--- src/rtl/audio_tune_sequencer.sv ---
// audio_tune_sequencer
// Melody player for the game FSM. When the FSM raises audio_enable, the block
// latches audio_select and walks through a fixed tune ROM. It drives a
// square-wave tone on pwm_pin and the amplifier enable on amp_pin. When a
// tune ends normally it pulses seq_end for one cycle. The tune then waits
// for audio_enable to drop before it can be played again.
//
// Ports:
//   clk          system clock
//   rst          synchronous, active-high reset
//   audio_enable level request: high = play, low = stop / re-arm
//   audio_select tune number, sampled only when a tune starts
//   seq_end      one-cycle pulse when a tune finishes normally
//   pwm_pin      square-wave tone output
//   amp_pin      amplifier enable, high while a note or rest is timing
//   busy         high whenever the sequencer is not idle
//   note_idx     current ROM entry index (debug)
//
// Build option:
//   SEQ_LOOP_EN  when defined, the end of a tune pulses seq_end and restarts
//                the tune at entry 0 for as long as audio_enable stays high.

module audio_tune_sequencer #(
    parameter int CLK_FREQ   = 100000000,
    parameter int TICK_DIV   = 1250000,
    parameter int GAP_CYCLES = 250000,
    parameter int SEQ_LEN    = 16
) (
    input  logic       clk,
    input  logic       rst,
    input  logic       audio_enable,
    input  logic [2:0] audio_select,
    output logic       seq_end,
    output logic       pwm_pin,
    output logic       amp_pin,
    output logic       busy,
    output logic [3:0] note_idx
);

    localparam int TICK_W = $clog2(TICK_DIV + 1);
    localparam int GAP_W  = $clog2(GAP_CYCLES + 1);

    // Half-period in clock cycles, rounded to nearest, for a frequency in mHz.
    // Integer arithmetic keeps this usable as an elaboration-time constant.
    function automatic logic [17:0] half_of(input longint f_mhz);
        longint num;
        longint den;
        num = longint'(CLK_FREQ) * 64'sd1000 + f_mhz;
        den = 64'sd2 * f_mhz;
        return 18'(num / den);
    endfunction

    localparam logic [17:0] HP_C5  = half_of(64'sd523251);
    localparam logic [17:0] HP_CS5 = half_of(64'sd554365);
    localparam logic [17:0] HP_D5  = half_of(64'sd587330);
    localparam logic [17:0] HP_DS5 = half_of(64'sd622254);
    localparam logic [17:0] HP_E5  = half_of(64'sd659255);
    localparam logic [17:0] HP_F5  = half_of(64'sd698456);
    localparam logic [17:0] HP_FS5 = half_of(64'sd739989);
    localparam logic [17:0] HP_G5  = half_of(64'sd783991);
    localparam logic [17:0] HP_GS5 = half_of(64'sd830609);
    localparam logic [17:0] HP_A5  = half_of(64'sd880000);
    localparam logic [17:0] HP_AS5 = half_of(64'sd932328);
    localparam logic [17:0] HP_B5  = half_of(64'sd987767);
    localparam logic [17:0] HP_C6  = half_of(64'sd1046502);
    localparam logic [17:0] HP_E6  = half_of(64'sd1318510);

    // Note code to half-period. Rest (0) and end (15) never produce a tone.
    function automatic logic [17:0] half_lookup(input logic [3:0] code);
        logic [17:0] hp;
        case (code)
            4'd1:    hp = HP_C5;
            4'd2:    hp = HP_CS5;
            4'd3:    hp = HP_D5;
            4'd4:    hp = HP_DS5;
            4'd5:    hp = HP_E5;
            4'd6:    hp = HP_F5;
            4'd7:    hp = HP_FS5;
            4'd8:    hp = HP_G5;
            4'd9:    hp = HP_GS5;
            4'd10:   hp = HP_A5;
            4'd11:   hp = HP_AS5;
            4'd12:   hp = HP_B5;
            4'd13:   hp = HP_C6;
            4'd14:   hp = HP_E6;
            default: hp = '0;
        endcase
        return hp;
    endfunction

    // Tune ROM: each entry is {code, duration in ticks}. Unlisted entries
    // hold the end marker, so any tune stops cleanly past its last note.
    function automatic logic [7:0] rom_entry(input logic [2:0] sel, input logic [3:0] idx);
        logic [7:0] e;
        e = 8'hF0;
        case (sel)
            3'd0: case (idx)
                4'd0: e = 8'h12;
                4'd1: e = 8'h52;
                4'd2: e = 8'h82;
                4'd3: e = 8'hD4;
                default: e = 8'hF0;
            endcase
            3'd1: case (idx)
                4'd0: e = 8'h82;
                4'd1: e = 8'h52;
                4'd2: e = 8'h16;
                default: e = 8'hF0;
            endcase
            3'd2: case (idx)
                4'd0: e = 8'h11;
                4'd1: e = 8'h31;
                4'd2: e = 8'h51;
                4'd3: e = 8'h81;
                4'd4: e = 8'hD3;
                default: e = 8'hF0;
            endcase
            3'd3: case (idx)
                4'd0: e = 8'hA1;
                4'd1: e = 8'h01;
                4'd2: e = 8'hA1;
                default: e = 8'hF0;
            endcase
            3'd4: case (idx)
                4'd0: e = 8'hC1;
                4'd1: e = 8'hE3;
                default: e = 8'hF0;
            endcase
            3'd5: case (idx)
                4'd0: e = 8'h82;
                4'd1: e = 8'h02;
                4'd2: e = 8'h82;
                4'd3: e = 8'h02;
                default: e = 8'hF0;
            endcase
            3'd6: case (idx)
                4'd0: e = 8'h12;
                4'd1: e = 8'h12;
                4'd2: e = 8'h12;
                4'd3: e = 8'h56;
                4'd4: e = 8'h32;
                4'd5: e = 8'h52;
                4'd6: e = 8'hD8;
                default: e = 8'hF0;
            endcase
            default: e = 8'hF0;
        endcase
        return e;
    endfunction

    typedef enum logic [2:0] {
        S_IDLE,
        S_LOAD,
        S_PLAY,
        S_GAP,
        S_DONE
    } state_t;

    state_t              state_q, state_d;
    logic [2:0]          sel_q, sel_d;
    logic [3:0]          note_idx_q, note_idx_d;
    logic                rest_q, rest_d;
    logic [17:0]         half_q, half_d;
    logic [3:0]          dur_q, dur_d;
    logic [17:0]         tone_cnt_q, tone_cnt_d;
    logic                tone_lvl_q, tone_lvl_d;
    logic [TICK_W-1:0]   tick_cnt_q, tick_cnt_d;
    logic [GAP_W-1:0]    gap_cnt_q, gap_cnt_d;
    logic                armed_q, armed_d;
    logic                seq_end_q, seq_end_d;
    logic                pwm_q, pwm_d;
    logic                amp_q, amp_d;
    logic                busy_q, busy_d;

    logic [7:0]          entry;
    logic                at_last;
    logic                tune_over;

    // Next-state and next-output logic. The audio pins are registered from
    // the current PLAY cycle, so they trail the state by one edge. An abort
    // forces them low on the abort edge itself. seq_end and busy follow the
    // next state, so they change on the same edge as the transition.
    always_comb begin
        state_d    = state_q;
        sel_d      = sel_q;
        note_idx_d = note_idx_q;
        rest_d     = rest_q;
        half_d     = half_q;
        dur_d      = dur_q;
        tone_cnt_d = tone_cnt_q;
        tone_lvl_d = tone_lvl_q;
        tick_cnt_d = tick_cnt_q;
        gap_cnt_d  = '0;
        armed_d    = armed_q;
        seq_end_d  = 1'b0;
        pwm_d      = 1'b0;
        amp_d      = 1'b0;
        tune_over  = 1'b0;
        entry      = rom_entry(sel_q, note_idx_q);
        at_last    = (note_idx_q == 4'(SEQ_LEN - 1));

        case (state_q)
            S_IDLE: begin
                if (audio_enable && armed_q) begin
                    sel_d      = audio_select;
                    note_idx_d = 4'd0;
                    state_d    = S_LOAD;
                end
            end
            S_LOAD: begin
                if (!audio_enable) begin
                    state_d    = S_IDLE;
                    armed_d    = 1'b1;
                    note_idx_d = 4'd0;
                end else if (entry[7:4] == 4'hF) begin
                    tune_over = 1'b1;
                end else begin
                    rest_d     = (entry[7:4] == 4'd0);
                    half_d     = half_lookup(entry[7:4]);
                    dur_d      = (entry[3:0] == 4'd0) ? 4'd1 : entry[3:0];
                    tone_cnt_d = '0;
                    tone_lvl_d = 1'b1;
                    tick_cnt_d = '0;
                    state_d    = S_PLAY;
                end
            end
            S_PLAY: begin
                if (!audio_enable) begin
                    state_d    = S_IDLE;
                    armed_d    = 1'b1;
                    note_idx_d = 4'd0;
                end else begin
                    amp_d = 1'b1;
                    pwm_d = !rest_q && tone_lvl_q;
                    if (tone_cnt_q == half_q - 18'd1) begin
                        tone_cnt_d = '0;
                        tone_lvl_d = !tone_lvl_q;
                    end else begin
                        tone_cnt_d = tone_cnt_q + 18'd1;
                    end
                    // The duration counts down once per tick wrap. The note
                    // ends on the wrap that consumes the last tick.
                    if (tick_cnt_q == TICK_W'(TICK_DIV - 1)) begin
                        tick_cnt_d = '0;
                        if (dur_q == 4'd1) begin
                            state_d = S_GAP;
                        end else begin
                            dur_d = dur_q - 4'd1;
                        end
                    end else begin
                        tick_cnt_d = tick_cnt_q + TICK_W'(1);
                    end
                end
            end
            S_GAP: begin
                if (!audio_enable) begin
                    state_d    = S_IDLE;
                    armed_d    = 1'b1;
                    note_idx_d = 4'd0;
                end else if (gap_cnt_q == GAP_W'(GAP_CYCLES - 1)) begin
                    if (at_last) begin
                        tune_over = 1'b1;
                    end else begin
                        note_idx_d = note_idx_q + 4'd1;
                        state_d    = S_LOAD;
                    end
                end else begin
                    gap_cnt_d = gap_cnt_q + GAP_W'(1);
                end
            end
            S_DONE: begin
                if (!audio_enable) begin
                    state_d = S_IDLE;
                    armed_d = 1'b1;
                end
            end
            default: begin
                state_d = S_IDLE;
            end
        endcase

        // The end marker and the implicit end after the last ROM slot share
        // one exit path.
        if (tune_over) begin
            seq_end_d = 1'b1;
`ifdef SEQ_LOOP_EN
            note_idx_d = 4'd0;
            state_d    = S_LOAD;
`else
            armed_d = 1'b0;
            state_d = S_DONE;
`endif
        end

        busy_d = (state_d != S_IDLE);
    end

    // State and output registers. The sequencer comes out of reset armed so
    // that the first enable after reset starts a tune.
    always_ff @(posedge clk) begin
        if (rst) begin
            state_q    <= S_IDLE;
            sel_q      <= 3'd0;
            note_idx_q <= 4'd0;
            rest_q     <= 1'b0;
            half_q     <= '0;
            dur_q      <= 4'd0;
            tone_cnt_q <= '0;
            tone_lvl_q <= 1'b0;
            tick_cnt_q <= '0;
            gap_cnt_q  <= '0;
            armed_q    <= 1'b1;
            seq_end_q  <= 1'b0;
            pwm_q      <= 1'b0;
            amp_q      <= 1'b0;
            busy_q     <= 1'b0;
        end else begin
            state_q    <= state_d;
            sel_q      <= sel_d;
            note_idx_q <= note_idx_d;
            rest_q     <= rest_d;
            half_q     <= half_d;
            dur_q      <= dur_d;
            tone_cnt_q <= tone_cnt_d;
            tone_lvl_q <= tone_lvl_d;
            tick_cnt_q <= tick_cnt_d;
            gap_cnt_q  <= gap_cnt_d;
            armed_q    <= armed_d;
            seq_end_q  <= seq_end_d;
            pwm_q      <= pwm_d;
            amp_q      <= amp_d;
            busy_q     <= busy_d;
        end
    end

    assign seq_end  = seq_end_q;
    assign pwm_pin  = pwm_q;
    assign amp_pin  = amp_q;
    assign busy     = busy_q;
    assign note_idx = note_idx_q;

endmodule
--- config.mk ---
export PLATFORM = sky130hd
export DESIGN_NAME = audio_tune_sequencer
export DESIGN_NICKNAME = d
export VERILOG_FILES = /design/src/rtl/audio_tune_sequencer.sv
export SDC_FILE = /design/constraint.sdc
export NUM_CORES = 1
export LEC_CHECK = 0
export ABC_AREA = 1
export CORE_MARGIN = 4
export CORE_UTILIZATION = 60
export DETAILED_ROUTE_END_ITERATION = 8
export PLACE_DENSITY = 0.82
export SLEW_MARGIN = 40
export SYNTH_ARGS = -nofsm -noshare
export SYNTH_HDL_FRONTEND = slang
export SYNTH_SLANG_ARGS = --single-unit
--- constraint.sdc ---
create_clock -name clk -period 3.4 [get_ports clk]
set_input_delay 0.85 -clock clk [delete_from_list [all_inputs] [get_ports clk]]
set_output_delay 0.85 -clock clk [all_outputs]
set_load 0.01 [all_outputs]
=== Word-level counts from Yosys, hierarchy flattened ===
Memories as Yosys holds them, arrays and structs flattened. A register that Yosys moved wholly into a read port is not among the register bits.
Index checks and enable logic that the tools add are counted.

* Bits of input ports: 6
* Bits in registers: 96
* Output and inout port bits: 8
* Memory bits (read-only): 272
* Memories: 1

* Reductions and logical operators: 28
* Add/sub/neg operators: 6
* Bitwise operators: 4
* Muxes and demuxes: 59
* Equal/unequal tests: 33

{| class="wikitable"
|+ Memories
! name !! depth !! width !! read ports !! clocked after Yosys merged registers in !! write ports !! line !! source
|-
| (name not given) || 16 || 17 || 1 || 1 || 0 || 71 || <nowiki>case (code)</nowiki>
|}

{| class="wikitable"
|+ Operators with widths
! cell !! count
|-
| $mux 21 || 4
|-
| $pmux 8 s5 || 2
|-
| $mux 18 || 4
|-
| $pmux 8 s7 || 1
|-
| $mux 4 || 11
|-
| $pmux 21 s2 || 1
|-
| $add 18x1->18 const B || 2
|-
| $pmux 18 s2 || 1
|-
| $mux 3 || 11
|-
| $pmux 8 s2 || 2
|-
| $pmux 8 s4 || 1
|-
| $pmux 8 s3 || 1
|-
| $add 21x1->21 const B || 1
|-
| $eq 21x21->1 const B || 1
|-
| $eq 18x18->1 || 1
|-
| $eq 18x18->1 const B || 1
|-
| $sub 18x1->18 const B || 1
|-
| $ne 2x2->1 const B || 8
|-
| $pmux 3 s5 || 1
|-
| $mux 1 || 14
|-
| $eq 3x2->1 const B || 4
|-
| $eq 3x3->1 const B || 4
|-
| $eq 4x3->1 const B || 3
|-
| $logic_not 4->1 || 3
|-
| other kinds (26) || 47
|}

=== Depth between registers and ports, before layout ===
Gate-level depths: netlist (run 1).

* Word-level depth: 10
* Gate-level depth with buffers: 18
* Depth with buffers taken out: 17

=== Least setup slack after synthesis (run 1) ===
OpenSTA, ideal clock, no wires.

* Path kind: register -> register
* Start: register note_idx_q[0], in the netlist note_idx[0]
* End: register tone_cnt_q[13]
* Path buffers: 1
* Setup time: 0.070 ns
* Cell stages (with the launch flop): 16
* Arrival: 2.542 ns
* Setup slack: 0.788 ns
* Path through: dfxtp_1 > inv_1 > ha_1 > o21ai_1 > nand2_2 > nor2_2 > o21ai_1 > nand4_1 > ha_1 > nand3_2 > nand2_4 > nand2_8 > inv_4 > buf_6 > nand2_1 > a21oi_1

* Longest elaborated chain between the ends: 7

{| class="wikitable"
|+ RTL lines
! what !! line !! source
|-
| from (decl) || 161 || <nowiki>logic [3:0] note_idx_q, note_idx_d;</nowiki>
|-
| from (signal assigned) || 320 || <nowiki>note_idx_q <= note_idx_d;</nowiki>
|-
| $eq 4x2->1 (tied with other cells) || -- ||
|-
| $reduce_or 3->1 (no line) / $reduce_or 2->1 (equally long branches) || -- ||
|-
| $pmux 8 s5 (tied with other cells) || 136 || <nowiki>3'd6: case (idx)</nowiki>
|-
| $pmux 8 s7 (*) || 96 || <nowiki>case (sel)</nowiki>
|-
| $eq 4x4->1 (*) || 215 || <nowiki>end else if (entry[7:4] == 4'hF) begin</nowiki>
|-
| $ne 2x2->1 (no line) (*) || -- ||
|-
| $reduce_and 4->1 (no line) (*) || -- ||
|-
| to (signal assigned) || 324 || <nowiki>tone_cnt_q <= tone_cnt_d;</nowiki>
|-
| to (decl) || 165 || <nowiki>logic [17:0] tone_cnt_q, tone_cnt_d;</nowiki>
|}

Mark *: on every way between the ends. The rest lies on a longest branch, timed or not.
A chain may end at the register's enable or synchronous reset.

=== Worst setup path in the final report (run 1) ===
* Start: register note_idx_q[0], in the netlist note_idx[0]
* End: register tone_cnt_q[4]

Same word-level chain as after synthesis.

==> metrics, run 1 <==
status=complete, no violations; Fill cells=1060; Mapped Area=about 6600 µm²; syn avg cell area=6.17 µm²; crit-path cells=inv_1, ha_1, nand3_1, inv_1, a21oi_1, nand3_1, nor2_1, nand3_2, ha_1, nand3_2, nand2_4, nand2_8, buf_4, nand3_1, a21oi_1; post-route cell area=between 7000 and 8000 µm²; register area=1900 µm²; RSZ-0062 raised after global routing=false; GP Congestion=~0.97; dpl hpwl=~12 mm; syn_nets=around 1100; clk slew on worst S/H paths=0.10 ns; Post-synth EDFFs=0; Worst Path Required=about 3.7 ns; H-tree Lvls=3; Pwr Density=402 nW/µm²; top area cells in the synthesized netlist=dfxtp_1 29%, nand2_1 14%, nand3_1 8.8%; Row Count=38; vias in the first global route=~6000; Pre-antenna DRT Iters=5; dpl cell area=6810 µm²; DR WL/cell=12.9 µm; xor/xnor cell area share of the yosys netlist=4.36%; peak supply drop=0.303 mV; slowest CP cell=dfxtp_1; Tmin final=3.02 ns; Final setup violation count=0; Mapped Cells=1074; Total Die Area=12800 µm²; area grow syn2layout=5.84%; # IOs=14; Main synth FF type=dfxtp_1; critical path class=flop to flop; post-synth top area cell=dfxtp_1; Final Cycle Share=89.0%; core area=approximately 11000 µm²; grt total ovfl=0; # nets final=1102; worst hold path type=flop to flop; crit path DAT=around 3.3 ns; CP startpoint=note_idx[0]$_SDFFE_PP0P_; Final Hold Viols=0; Root Driver=clkbuf_8; synth unique cells=46; Yosys top cell area share=between 20 and 30%; Initial Util=approximately 61%; Max Root-Sink Buffers=2; list of most frequent post-synthesis cells=254 x nand2_1, 145 x nor2_1, 122 x inv_1; CP Launch Type=flop; via count=6722; FF+latch count, synth=95; final WL=15.7 mm; FF-to-FF Start=note_idx[0]$_SDFFE_PP0P_; CP peak stage delay=0.42 ns; Async SR Flop Fraction=0%; Remaining DRCs=0; fmax=331 MHz; Final ANT Viol Nets=0; CP Max Fanout=34; Synth Area in Adders=3.21%; clk sinks=95; TritonCTS clock tree=yes; Yosys warning count=0; Register-to-Register Path Depth=15; CP endpoint kind=flop; initial DRC count=roughly 630; mux share of post-synthesis cell area=0%; Leak=0.00301 µW; register area share after synthesis=28.7%; setup_tns=0 ns; largest net degree at the start of global routing=36; layout cells sized above 1=under 10%; Die Width=113 µm; Critical Path Most Common Cell=nand3_1; largest family of logic cells by synthesized area=simple AND/OR/NAND/NOR gates; clk_lat worst skew=0.38 ns; die height=between 100 and 150 µm; worst setup path end=tone_cnt_q[4]$_SDFFE_PP0P_; max_cap viols=0; Simple-Gate Fraction of Synth Area=41.1%; most instantiated library cell after synthesis=nand2_1; area of the multi-input gates=4050 µm²; Antenna Cells=0; Tightest Pin Transition=0.466 ns; pins over their slew limit=0; FF-to-FF End=tone_cnt_q[4]$_SDFFE_PP0P_; worst-case clock skew=0.0125 ns; Worst R2R Setup Slack=0.38 ns; Compound-Gate Fraction of Synth Area=12.4%; Num CTS Buffers=9; Slew HR=68.7%; vias per std cell=5.50; total track usage=25.2%; port buffer count=13; initial antenna violation count=0; first-pass GRT wire length=around 27 mm
## timing repair
item	4_1_cts	5_1_grt
gates resized for setup	0	5
setup endpoints to repair	0	43
setup buffers	0	2
hold buffers	0	0
## registers in the layout (all words and copies together) (netlist names)
signal	flops
dur_q	4
half_q	17
seq_end	1
tone_cnt_q	18
pwm_pin	1
note_idx	4
sel_q	3
tone_lvl_q	1
tick_cnt_q	21
rest_q	1
state_q	3
busy	1
armed_q	1
amp_pin	1
gap_cnt_q	18
## kinds of logic after synthesis
kind of cell,Yosys count
xor gates and xnor gates,33
and+or+nand+nor,616
AOI/OAI and AO/OA,154
adders and majority gates,17
buffers and inverters,159
DFF,95
## layout make-up
type	count	share of cell area [%]
Tap cell	140	2.50
Inverter	129	7.02
Clock buffer	9	1.77
Sequential cell	95	27.1
Clock inverter	6	0.714
Multi-Input combinational cell	820	57.8
Timing Repair Buffer	24	3.03
## report_power, final
| group | total (µW) | internal [µW] | switching, µW |
|---|---|---|---|
| registers | 1210 | 1150 | 54.8 |
| logic | 905 | 304 | 601 |
| clock network | 703 | 272 | 431 |
| total | 2820 | 1730 | 1090 |
## layout by cell type (no fill, tap or decap), types with 5 or more instances in the layout
master             n
inv_6              5
clkbuf_8           9
nand2_1          254
o21ai_0           45
xnor2_1            8
inv_2              5
or2_2              6
ha_1              17
clkdlybuf4s50_1   13
o21ai_1           17
nand3b_1           5
nand2_2            5
inv_1            122
nor4_1            13
buf_4             11
a21oi_1           73
xor2_1            25
nor2_1           145
nand4_1           17
dfxtp_1           95
nand3_1          115
nor3_1            35
## metrics by stage
stage	util [%]	instances	power (µW)	setup WS, ns	hold slack [ns]
after floorplan	-	1074	1930	0.788	0.400
after global placement	62.8	1206	2100	0.419	0.424
after detailed placement	62.8	1206	2100	0.250	0.437
after CTS	64.4	1221	2810	0.218	0.452
after global routing	64.7	1223	3010	0.0203	0.475
final	64.7	1223	2820	0.376	0.450
## routing by layer
metal	global-route usage, %	wire length (µm)	vias up
met2	40.3	6880	170
li1	-	-	3512
met4	6.49	245	0
met5	0	0	-
met3	4.81	883	27
met1	34.9	7730	3013
## critical path, delay by kind of cell (launching register included)
family	cells	cell delay, ns
adders and majority gates	2	0.61
AOI/OAI and AO/OA	2	0.31
buffers and inverters	3	0.45
and+or+nand+nor	8	1.13
DFF	1	0.42
## worst min-delay path by stage
stage / from / to / depth (start not counted) / slack (ns)
after detailed placement: gap_cnt_q[0]$_SDFF_PP0_ / gap_cnt_q[0]$_SDFF_PP0_ / 1 / 0.44
final: gap_cnt_q[0]$_SDFF_PP0_ / gap_cnt_q[0]$_SDFF_PP0_ / 1 / 0.45
after CTS: gap_cnt_q[0]$_SDFF_PP0_ / gap_cnt_q[0]$_SDFF_PP0_ / 1 / 0.45
after global routing: gap_cnt_q[0]$_SDFF_PP0_ / gap_cnt_q[0]$_SDFF_PP0_ / 1 / 0.48
after global placement: gap_cnt_q[0]$_SDFF_PP0_ / gap_cnt_q[0]$_SDFF_PP0_ / 1 / 0.42
after floorplan: rest_q$_SDFFE_PP0P_ / pwm_pin$_SDFF_PP0_ / 1 / 0.40
Power figures use the tool's default switching activity.
==> run 2: changes to the inputs <==
==> constraint.sdc (replaced) <==
create_clock -name clk -period 3.15 [get_ports clk]
set_input_delay 0.7875 -clock clk [delete_from_list [all_inputs] [get_ports clk]]
set_output_delay 0.7875 -clock clk [all_outputs]
set_load 0.01 [all_outputs]
==> run 2 against run 1 <==
  * Total power is 8.9% higher
  * Cell area is 0.12% lower
  * First-iteration DRC count is 7.4% higher
  * Largest power group unchanged
  * Highest routed layer unchanged
==> metrics, run 2 (same netlist as run 1, synthesis figures left out) <==
Max Root-Sink Buffers=2 (unchanged); via count=6727 (+0.074%); Slew HR=69.7% (+1.0 points); Pre-antenna DRT Iters=5 (unchanged); Placement Setup Slack=0.270 ns (+0.0207 ns); CP Launch Type=flop; FF-to-FF Start=note_idx[1]$_SDFFE_PP0P_; vias per std cell=5.50 (+0.16%); Tightest Pin Transition=0.451 ns (-0.0149 ns); vias in the first global route=5947 (-1.6%); Final setup violation count=0 (unchanged); Largest regs=tick_cnt_q: 21 flops, gap_cnt_q: 18 flops, tone_cnt_q: 18 flops; status=complete, no violations; die height=113 µm (unchanged); placed cells=1207 (+0.083%); Initial Util=61.1% (unchanged); # IOs=14 (unchanged); most flop-heavy register=tick_cnt_q; Fill cells=1000 (-5.7%); layout cells sized above 1=5.55% (about the same); clk slew on worst S/H paths=0.10 ns (about the same); largest net degree at the start of global routing=38 (+5.6%); FF-to-FF End=tick_cnt_q[3]$_SDFFE_PP0P_; CP Max Fanout=27 (-21%); crit path DAT=3.15 ns (-0.18 ns); Row Count=38 (unchanged); area grow syn2layout=5.71%; max reg flops=21 (unchanged); final worst slack=0.247 ns (-0.128 ns); GP Congestion=0.973 (+0.47%); Clock Power Share=25.5% (+0.5 points); critical path class=flop to flop; worst hold start=gap_cnt_q[0]$_SDFF_PP0_; dpl hpwl=11.9 mm (+1.5%); Hold Path Sink=gap_cnt_q[0]$_SDFF_PP0_; Tmin final=2.90 ns (-0.122 ns); Root Driver=clkbuf_8; peak supply drop=0.302 mV (-0.29%); Num CTS Buffers=9 (unchanged); Final Cycle Share=92.2% (+3.2 points); Post-CTS Repair Setup Buffers=0 (unchanged); sequential share of power=42.6% (-0.3 points); Die Width=113 µm (unchanged); Register-to-Register Path Depth=14 (-1); Worst R2R Setup Slack=0.25 ns (-0.13 ns); worst-case clock skew=0.0319 ns (+0.0194 ns); worst hold path type=flop to flop; Remaining DRCs=0 (unchanged); initial antenna violation count=0 (unchanged); final WL=15.8 mm (+0.63%); core area=10800 µm² (unchanged); combinational share of power=31.9% (-0.2 points); Leak=0.00301 µW (-0.15%); Total Die Area=12800 µm² (unchanged); Worst Path Required=3.40 ns (-0.30 ns); setup_tns=0 ns (unchanged); clk_lat worst skew=0.39 ns (about the same); TritonCTS clock tree=yes; most frequent cells in the layout=254 x nand2_1, 145 x nor2_1, 122 x inv_1, 116 x nand3_1, 94 x dfxtp_1; first-pass GRT wire length=27.2 mm (+0.31%); switch share=39.1% (+0.45 points); DR WL/cell=13.0 µm (+0.71%); pins over their slew limit=0 (unchanged); Psw=1200 µW (+10%); Pint=1870 µW (+8.1%); Final Hold Viols=0 (unchanged); H-tree Lvls=3 (unchanged); initial DRC count=671 (+7.4%); commonest non-fill, non-tap cell in the layout=nand2_1; fmax=344 MHz (+4.2%); Final ANT Viol Nets=0 (unchanged); max_cap viols=0 (unchanged); Worst Hold Path Cells=1 (unchanged); Antenna Cells=0 (unchanged); port buffer count=13 (unchanged); fin cells=1222 (-0.082%); grt total ovfl=0 (unchanged); Design Power=3070 µW (+8.9%); Pwr Density=438 nW/µm² (+9.0%); # nets final=1101 (-0.091%); CP endpoint kind=flop; clk sinks=95 (unchanged); total track usage=25.4% (+0.22 points)
-- run 2: routing by layer --
layer / GRT usage [%] / share of wire, % / vias up / wire, µm
met4: 7.53 / 1.7 / 0 / 263
li1: - / - / 3511 / -
met2: 40.1 / 45 / 173 / 7050
met3: 4.65 / 5.5 / 27 / 877
met1: 35.4 / 48 / 3016 / 7650
met5: 0 / 0 / - / 0
-- run 2: power groups by stage --
stage	Clock (µW)	Sequential [µW]	Combinational, µW
CTS	803	1300	961
global route	856	1310	1120
detailed placement	0	1330	957
global placement	0	1330	949
floorplan	0	1310	771
finish	783	1300	978
-- run 2: cell type report --
cell class              instances  area (µm²)  area share (%)
multi-input cells             820        4050            57.9
flip-flops and latches         95        1900            27.2
inverters                     129         489            6.99
repair buffers                 23         205            2.93
well taps                     140         175            2.50
clock buffers                   9         124            1.77
clock inverters                 6        52.6           0.751
-- run 2: worst max-delay path: stages, from the launching register on --
cell and delay [ns]:
dfxtp_1 0.42, inv_1 0.10, ha_1 0.26, o21ai_1 0.20
nand2_2 0.14, nor2_2 0.18, o21ai_1 0.11, nand4_1 0.14
ha_2 0.25, nand3_2 0.14, nand2_4 0.18, nand2_8 0.16
buf_4 0.26, o21ai_0 0.17, a21oi_1 0.06
-- run 2: worst max-delay path by stage --
| stage | slack, ns | startpoint | endpoint |
|---|---|---|---|
| after global placement | 0.38 | audio_enable | note_idx[3]$_SDFFE_PP0P_ |
| after detailed placement | 0.27 | note_idx[0]$_SDFFE_PP0P_ | tick_cnt_q[3]$_SDFFE_PP0P_ |
| after global routing | -0.005 | note_idx[1]$_SDFFE_PP0P_ | tick_cnt_q[2]$_SDFFE_PP0P_ |
| after CTS | 0.20 | note_idx[0]$_SDFFE_PP0P_ | tick_cnt_q[3]$_SDFFE_PP0P_ |
| after floorplan | 0.54 | note_idx[0]$_SDFFE_PP0P_ | tone_cnt_q[13]$_SDFFE_PP0P_ |
| final | 0.25 | note_idx[1]$_SDFFE_PP0P_ | tick_cnt_q[3]$_SDFFE_PP0P_ |
-- run 2: repair_timing --
item	CTS	global route
hold buffers	0	0
endpoints found under the setup margin	0	40
gates resized for setup	0	4
-- run 2: per-stage QoR --
step | area, µm² | hold WS [ns] | utilization [%]
after CTS | 6990 | 0.450 | 64.5
after global routing | 7000 | 0.479 | 64.6
after detailed placement | 6810 | 0.435 | 62.9
after global placement | 6810 | 0.426 | 62.9
final | 7000 | 0.448 | 64.6
after floorplan | 6620 | 0.400 | -
==> run 3: changes to the inputs <==
--- a/config.mk
+++ b/config.mk
@@ -6,6 +6,7 @@
 export NUM_CORES = 1
 export LEC_CHECK = 0
 export ABC_AREA = 1
+export CAP_MARGIN = 25
 export CORE_MARGIN = 4
 export CORE_UTILIZATION = 60
 export DETAILED_ROUTE_END_ITERATION = 8
@@ -14,3 +15,4 @@
 export SYNTH_ARGS = -nofsm -noshare
 export SYNTH_HDL_FRONTEND = slang
 export SYNTH_SLANG_ARGS = --single-unit
+export TNS_END_PERCENT = 50
==> results of run 3 <==
Final layout, timing and power as in run 2 (identical DEF).
